$ cat src/rtl/playback_sequencer_if.sv
// -----------------------------------------------------------------------------
// playback_sequencer_if
//   Bundles the SRAM read port and the sample stream toward the DAC serializer.
//
//   o_sram_addr    : SRAM word address
//   o_sram_oe      : SRAM read enable
//   i_sram_dq      : SRAM read data
//   o_sample       : sample offered to the DAC serializer
//   o_sample_valid : sample offered
//   i_sample_ready : serializer accepts (transfer = valid & ready)
//
//   master : the sequencer side
//   slave  : the SRAM / DAC side
// -----------------------------------------------------------------------------
interface playback_sequencer_if #(
    parameter int ADDR_W = 20,
    parameter int DATA_W = 16
);
    logic [ADDR_W-1:0] o_sram_addr;
    logic              o_sram_oe;
    logic [DATA_W-1:0] i_sram_dq;
    logic [DATA_W-1:0] o_sample;
    logic              o_sample_valid;
    logic              i_sample_ready;

    modport master (
        output o_sram_addr, o_sram_oe, o_sample, o_sample_valid,
        input  i_sram_dq, i_sample_ready
    );

    modport slave (
        input  o_sram_addr, o_sram_oe, o_sample, o_sample_valid,
        output i_sram_dq, i_sample_ready
    );
endinterface

$ cat src/rtl/playback_sequencer.sv
// -----------------------------------------------------------------------------
// playback_sequencer
//   Walks SRAM addresses 0..i_end_addr, fetches one sample per address and
//   offers it to the DAC serializer over valid/ready. Supports play, pause,
//   stop, fast-forward (address skip by speed) and slow-motion (each sample
//   offered speed times), speed 1..8.
//
//   i_clk, i_rst_n : clock, asynchronous active-low reset
//   i_start        : start from idle/done, or resume from pause
//   i_pause        : pause request
//   i_stop         : abort, back to idle
//   i_fast         : 1 = skip addresses, 0 = repeat samples
//   i_speed        : ratio; 0 acts as 1, values above 8 act as 8
//   i_end_addr     : last address played (inclusive)
//   bus            : SRAM read port and sample stream (master side)
//   o_busy         : fetching, offering or paused
//   o_done         : end of material reached
//   o_addr         : current play address
// -----------------------------------------------------------------------------
module playback_sequencer #(
    parameter int ADDR_W   = 20,
    parameter int DATA_W   = 16,
    parameter int SRAM_LAT = 1
) (
    input  logic              i_clk,
    input  logic              i_rst_n,
    input  logic              i_start,
    input  logic              i_pause,
    input  logic              i_stop,
    input  logic              i_fast,
    input  logic [3:0]        i_speed,
    input  logic [ADDR_W-1:0] i_end_addr,
    playback_sequencer_if.master bus,
    output logic              o_busy,
    output logic              o_done,
    output logic [ADDR_W-1:0] o_addr
);

    localparam logic [2:0] S_IDLE  = 3'd0;
    localparam logic [2:0] S_FETCH = 3'd1;
    localparam logic [2:0] S_OFFER = 3'd2;
    localparam logic [2:0] S_PAUSE = 3'd3;
    localparam logic [2:0] S_DONE  = 3'd4;

    localparam logic [1:0] LAT_CNT = 2'(SRAM_LAT);

    logic [2:0]        state_q, state_d;
    logic [ADDR_W-1:0] addr_q, addr_d;
    logic [DATA_W-1:0] sample_q, sample_d;
    logic [2:0]        rep_cnt_q, rep_cnt_d;
    logic [3:0]        speed_q, speed_d;
    logic              fast_q, fast_d;
    logic [1:0]        wait_q, wait_d;
    logic              pause_pend_q, pause_pend_d;  // pause seen during a fetch
    logic              held_q, held_d;              // fetched sample still owed to the DAC

    logic [3:0]        spd_eff;
    logic [ADDR_W:0]   step;
    logic [ADDR_W:0]   next_addr;
    logic              past_end;
    logic              xfer;
    logic              repeat_more;

    always_comb begin
        spd_eff = i_speed;
        if (i_speed == 4'd0) begin
            spd_eff = 4'd1;
        end else if (i_speed > 4'd8) begin
            spd_eff = 4'd8;
        end
    end

    // Carry bit is kept so an advance past the top of the address space
    // compares as beyond the end instead of wrapping to 0.
    assign step        = fast_q ? (ADDR_W+1)'(speed_q) : (ADDR_W+1)'(1);
    assign next_addr   = {1'b0, addr_q} + step;
    assign past_end    = next_addr > {1'b0, i_end_addr};
    assign xfer        = (state_q == S_OFFER) && bus.i_sample_ready;
    assign repeat_more = !fast_q && ({1'b0, rep_cnt_q} < (speed_q - 4'd1));

    always_comb begin
        state_d      = state_q;
        addr_d       = addr_q;
        sample_d     = sample_q;
        rep_cnt_d    = rep_cnt_q;
        speed_d      = speed_q;
        fast_d       = fast_q;
        wait_d       = wait_q;
        pause_pend_d = pause_pend_q;
        held_d       = held_q;

        if (i_stop) begin
            state_d      = S_IDLE;
            addr_d       = '0;
            rep_cnt_d    = '0;
            wait_d       = '0;
            pause_pend_d = 1'b0;
            held_d       = 1'b0;
        end else begin
            case (state_q)
                S_IDLE, S_DONE: begin
                    if (i_start && !i_pause) begin
                        state_d      = S_FETCH;
                        addr_d       = '0;
                        speed_d      = spd_eff;
                        fast_d       = i_fast;
                        rep_cnt_d    = '0;
                        wait_d       = '0;
                        pause_pend_d = 1'b0;
                        held_d       = 1'b0;
                    end
                end
                S_FETCH: begin
                    if (i_pause) begin
                        pause_pend_d = 1'b1;
                    end
                    // Address has been on the bus SRAM_LAT cycles: data is valid now.
                    if (wait_q == LAT_CNT) begin
                        sample_d     = bus.i_sram_dq;
                        wait_d       = '0;
                        held_d       = 1'b1;
                        pause_pend_d = 1'b0;
                        state_d      = (pause_pend_q || i_pause) ? S_PAUSE : S_OFFER;
                    end else begin
                        wait_d = wait_q + 2'd1;
                    end
                end
                S_OFFER: begin
                    if (xfer) begin
                        if (repeat_more) begin
                            rep_cnt_d = rep_cnt_q + 3'd1;
                            if (i_pause) begin
                                state_d = S_PAUSE;
                            end
                        end else begin
                            rep_cnt_d = '0;
                            held_d    = 1'b0;
                            if (past_end) begin
                                state_d = S_DONE;
                            end else begin
                                addr_d  = next_addr[ADDR_W-1:0];
                                speed_d = spd_eff;
                                fast_d  = i_fast;
                                state_d = i_pause ? S_PAUSE : S_FETCH;
                            end
                        end
                    end else if (i_pause) begin
                        state_d = S_PAUSE;
                    end
                end
                S_PAUSE: begin
                    if (i_start && !i_pause) begin
                        state_d = held_q ? S_OFFER : S_FETCH;
                        wait_d  = '0;
                    end
                end
                default: state_d = S_IDLE;
            endcase
        end
    end

    always_ff @(posedge i_clk or negedge i_rst_n) begin
        if (!i_rst_n) begin
            state_q      <= S_IDLE;
            addr_q       <= '0;
            sample_q     <= '0;
            rep_cnt_q    <= '0;
            speed_q      <= 4'd1;
            fast_q       <= 1'b0;
            wait_q       <= '0;
            pause_pend_q <= 1'b0;
            held_q       <= 1'b0;
        end else begin
            state_q      <= state_d;
            addr_q       <= addr_d;
            sample_q     <= sample_d;
            rep_cnt_q    <= rep_cnt_d;
            speed_q      <= speed_d;
            fast_q       <= fast_d;
            wait_q       <= wait_d;
            pause_pend_q <= pause_pend_d;
            held_q       <= held_d;
        end
    end

    // All outputs decode registered state, so reset clears them at once.
    assign bus.o_sram_addr    = addr_q;
    assign bus.o_sram_oe      = (state_q == S_FETCH);
    assign bus.o_sample       = sample_q;
    assign bus.o_sample_valid = (state_q == S_OFFER);
    assign o_busy             = (state_q == S_FETCH) || (state_q == S_OFFER) || (state_q == S_PAUSE);
    assign o_done             = (state_q == S_DONE);
    assign o_addr             = addr_q;

endmodule

$ cat src/flat_wrapper.sv
// flat-port wrapper written by rule: the top's interface ports become plain ports
module playback_sequencer_flat 
#(
    parameter int ADDR_W   = 20,
    parameter int DATA_W   = 16,
    parameter int SRAM_LAT = 1
)
  (i_clk, i_rst_n, i_start, i_pause, i_stop, i_fast, i_speed, i_end_addr, o_busy, o_done, o_addr, bus_o_sram_addr, bus_o_sram_oe, bus_o_sample, bus_o_sample_valid, bus_i_sram_dq, bus_i_sample_ready);
  playback_sequencer_if #(.ADDR_W(ADDR_W), .DATA_W(DATA_W)) bus_i ();
  input  logic i_clk;
  input  logic i_rst_n;
  input  logic i_start;
  input  logic i_pause;
  input  logic i_stop;
  input  logic i_fast;
  input  logic [3:0] i_speed;
  input  logic [ADDR_W-1:0] i_end_addr;
  output logic o_busy;
  output logic o_done;
  output logic [ADDR_W-1:0] o_addr;
  output wire logic [$bits(bus_i.o_sram_addr)-1:0] bus_o_sram_addr;
  output wire logic [$bits(bus_i.o_sram_oe)-1:0] bus_o_sram_oe;
  output wire logic [$bits(bus_i.o_sample)-1:0] bus_o_sample;
  output wire logic [$bits(bus_i.o_sample_valid)-1:0] bus_o_sample_valid;
  input wire logic [$bits(bus_i.i_sram_dq)-1:0] bus_i_sram_dq;
  input wire logic [$bits(bus_i.i_sample_ready)-1:0] bus_i_sample_ready;
  assign bus_o_sram_addr = bus_i.o_sram_addr;
  assign bus_o_sram_oe = bus_i.o_sram_oe;
  assign bus_o_sample = bus_i.o_sample;
  assign bus_o_sample_valid = bus_i.o_sample_valid;
  assign bus_i.i_sram_dq = bus_i_sram_dq;
  assign bus_i.i_sample_ready = bus_i_sample_ready;
  playback_sequencer #(.ADDR_W(ADDR_W), .DATA_W(DATA_W), .SRAM_LAT(SRAM_LAT)) u_core (.i_clk(i_clk), .i_rst_n(i_rst_n), .i_start(i_start), .i_pause(i_pause), .i_stop(i_stop), .i_fast(i_fast), .i_speed(i_speed), .i_end_addr(i_end_addr), .bus(bus_i), .o_busy(o_busy), .o_done(o_done), .o_addr(o_addr));
endmodule
$ cat config.mk
export PLATFORM = sky130hd
export DESIGN_NAME = playback_sequencer_flat
export DESIGN_NICKNAME = d
export VERILOG_FILES = /design/src/rtl/playback_sequencer_if.sv /design/src/rtl/playback_sequencer.sv /design/src/flat_wrapper.sv
export SDC_FILE = /design/constraint.sdc
export NUM_CORES = 1
export LEC_CHECK = 0
export CAP_MARGIN = 20
export CORE_MARGIN = 5
export CORE_UTILIZATION = 49
export DETAILED_ROUTE_END_ITERATION = 16
export PLACE_DENSITY_LB_ADDON = 0.3
export RECOVER_POWER = 50
export SETUP_SLACK_MARGIN = 0.3
export SYNTH_ARGS = -nofsm -noshare
export SYNTH_HDL_FRONTEND = slang
export SYNTH_SLANG_ARGS = --single-unit
export TNS_END_PERCENT = 10
$ cat constraint.sdc
create_clock -name i_clk -period 5.79 [get_ports i_clk]
set_clock_uncertainty 0.2 [all_clocks]
set_input_delay 0.579 -clock i_clk [delete_from_list [all_inputs] [get_ports i_clk]]
set_output_delay 0.579 -clock i_clk [all_outputs]
set_load 0.02 [all_outputs]
==> summary.md <==
| Metric | Value |
|---|---|
| Outcome | complete, but fails checks |
| Failing checks | max-capacitance violations, max-slew violations |
| Final Hold Vio Count | 0 |
| Port Buffers | 106 |
| Setup tns final | 0 ps |
| GRT overflow | 0 |
| Post-Synth XOR/XNOR Area | 3.98% |
| I/O Pins | 107 |
| Ant. Diodes | 0 |
| Root Buffer | clkbuf_8 |
| Die area | 0.00949 mm² |
| Row cnt | 31 |
| Worst path slowest cell | dfstp_2 |
| Total Wirelength | 9540 µm |
| Vias per Instance | 5.73 |
| Design Power | 0.00137 W |
| Count of final setup violators | 0 |
| DRT Pass-1 Iters | 5 |
| Global Route Usage Sum | 19.9% |
| Initial DRC Count | 225 |
| Post-synthesis compound-gate area fraction | 19.3% |
| Post-synth EDFFs | 0 |
| Area of the multi-input gates | 0.00213 mm² |
| CP cell instances | inv_1 > nand2_1 > ha_1 > fa_1 > a211oi_1 > nor2_1 > and3_1 > nand3_1 > nor2_1 > xor2_1 > ha_1 > a21oi_1 > o221ai_1 > or3_4 > a211oi_4 > nor4_2 > buf_4 > o31a_1 > a221o_1 |
| FILL cells | 600 |
| Register bit total from synthesis | 51 |
| Clk slew on worst S/H paths | 100 ps |
| Mux contribution to synthesized area | 7.08% |
| Commonest non-fill, non-tap cell in the layout | clkdlybuf4s50_1 |
| Area Growth Syn to Fin | 28.6% |
| TritonCTS clock tree | done |
| Top cell family by delay on the critical path | simple AND/OR/NAND/NOR gates |
| First-pass GRT wire length | 16000 µm |
| Yosys warning count | 0 |
| Nets | 564 |
| Post-synthesis sequential area ratio | 34.1% |
| Largest family of logic cells by synthesized area | compound AO/OA/AOI/OAI gates |
| RSZ-0062 raised after global routing | false |
| CTS hold repair buffers | 0 |
| Cts bufs inserted | 5 |
| Die height | 97.4 µm |
| Hold WC Path Type | flip-flop to flip-flop |
| Die W | 97.4 µm |
| Achievable frequency | 0.195 GHz |
| CORE AREA | 0.00733 mm² |
| Most frequent cells in the layout | clkdlybuf4s50_1, dfrtp_1, inv_1 |
| H-tree levels | 2 |
| Mapped cell area | 0.00374 mm² |
| Clock Tree Buf Depth | 2 |
| GP Congestion | 0.972 |
| Cts repair resizes | 0 |
| Worst slew margin relative to its limit | -82.5% |
| Routed wire per std cell | 16.2 µm |
| Number of remaining DRC errors | 0 |
| Initial Util | 51.1% |
| Proportion of synthesized flip-flops having asynchronous set or reset | 100% |
| Final Cell Area | 0.00481 mm² |
| CTS Sinks | 51 |
| Synth Area per Inst | 9.20 µm² |
| Vias in the first global route | 3340 |
| Max Slew Vio Count | 52 |
| CP Max Fanout | 9 |
| Required time worst endpoint | 5790 ps |
| Flip-flop and latch area | 0.00128 mm² |
| CP Launch Type | flip-flop |
| Final min period | 5130 ps |
| Slew @ Worst Pin | 2740 ps |
| Critical path class | flip-flop to flip-flop |
| Placed wire-length estimate | 7470 µm |
| Antenna violations before repair | 0 |
| Simple-Gate Fraction of Synth Area | 16.7% |
| WP buf/inv | 2 |
| Adder-cell share of the synthesized area | 9.89% |
| Fraction of layout cells with a size suffix above 1 | 9.61% |
| Placed inst area | 0.00473 mm² |
| Clk_lat worst skew | 310 ps |
| Worst Path Arrival | 5130 ps |
| Max incr delay on CP | 550 ps |
| Maximum Capacitance Violations | 1 |
| Period utilization | 88.7% |
| Final design utilization | 65.7% |
| Top FF cell, synth | dfrtp_1 |
| Detail Route Antenna Nets | 0 |
| Setup crit end kind | flip-flop |
| Post-CTS Setup Inserts | 0 |
| Largest net degree at the start of global routing | 52 |
| Syn_nets | 483 |
| Mapped Cells | 407 |
| Count of cell types in the netlist | 65 |
| Pwr per Cell Area | 284 mW/mm² |
| VDD IR max | 276 µV |
| Vias | 3367 |
| Leak pwr | 2.21 nW |
cell families (layout without fill, tap and decap cells):
family | Yosys count | after routing
AND/OR/NAND/NOR | 122 | 122
AO/OA/AOI/OAI | 98 | 98
buffers and inverters | 66 | 148
flip-flops | 51 | 51
adder cells (fa/ha/maj) | 29 | 29
multiplexers | 24 | 24
XOR/XNOR | 17 | 17
state kept, by name (all words and copies together), names as in the netlist:
register	cells
u_core.bus.o_sram_addr	20
u_core.pause_pend_q	1
u_core.fast_q	1
u_core.wait_q	2
u_core.held_q	1
u_core.bus.o_sample	16
u_core.state_q	3
u_core.speed_q	4
u_core.rep_cnt_q	3
cells in the mapped netlist (all sizes together) (5+ instances only):
cell type | count | area (µm²)
and2 | 5 | 31.3
ha | 28 | 350
buf | 27 | 185
nand3 | 15 | 80.1
nor3 | 10 | 55.1
inv | 31 | 116
dfrtp | 50 | 1250
nand2b | 7 | 51.3
o21ai | 21 | 113
mux2 | 20 | 225
and3 | 6 | 37.5
xnor2 | 13 | 114
nand2 | 29 | 109
a31o | 5 | 43.8
a21oi | 22 | 114
o311ai | 7 | 61.3
a21o | 8 | 60.1
clkbuf | 7 | 26.3
nor2 | 30 | 120
nand4 | 6 | 37.5
final timing paths:
kind	start	endpoint	slack, ps	cells past startpoint
max	u_core.speed_q[0]$_DFFE_PN1P_	u_core.bus.o_sram_addr[14]$_DFFE_PN0P_	660	19
min	u_core.rep_cnt_q[2]$_DFFE_PN0P_	u_core.rep_cnt_q[2]$_DFFE_PN0P_	310	1
max reg2reg	u_core.speed_q[0]$_DFFE_PN1P_	u_core.bus.o_sram_addr[14]$_DFFE_PN0P_	660	19
min reg2reg	u_core.rep_cnt_q[2]$_DFFE_PN0P_	u_core.rep_cnt_q[2]$_DFFE_PN0P_	310	1
max in group asynchronous	i_rst_n	u_core.bus.o_sram_addr[0]$_DFFE_PN0P_	2820	2
min in group asynchronous	i_rst_n	u_core.bus.o_sample[11]$_DFFE_PN0P_	1020	2
layer usage:
layer,track usage [%],vias to the layer above,wire (µm)
met5,0,-,0
met4,4.37,0,95
met3,3.66,9,569
met2,34.3,136,4790
met1,26.0,1612,4080
li1,-,1610,-
where the power goes:
part / switching [W] / internal [W] / total, W
sequential: 0.0000763 / 0.000444 / 0.000520
clock: 0.000129 / 0.0000898 / 0.000219
combinational: 0.000336 / 0.000294 / 0.000629
total: 0.000542 / 0.000828 / 0.00137
per-stage QoR:
stage / hold WS, ps / worst slack [ps] / std cells
after floorplan: 83.4 / 1370 / 407
after global placement: 285 / 951 / 580
after detailed placement: 291 / 746 / 580
after CTS: 183 / 733 / 588
after global routing: 323 / 417 / 588
final: 306 / 656 / 588
cell type report:
cell class | count | area share (%)
clock inverters | 3 | 0.598
well taps | 99 | 2.57
flip-flops and latches | 51 | 26.5
clock buffers | 5 | 1.43
repair buffers | 108 | 22.2
inverters | 32 | 2.49
multi-input cells | 290 | 44.2
worst reg2reg max path, stage by stage, from the launching register on:
cell,delay [ps]
dfstp_2,550
inv_1,70
nand2_1,60
ha_1,200
fa_1,250
a211oi_1,120
nor2_1,470
and3_1,270
nand3_1,110
nor2_1,170
xor2_1,210
ha_1,280
a21oi_1,150
o221ai_1,170
or3_4,430
a211oi_4,290
nor4_2,130
buf_4,210
o31a_1,320
a221o_1,380
No activity file was read; power rests on OpenSTA's default activity.
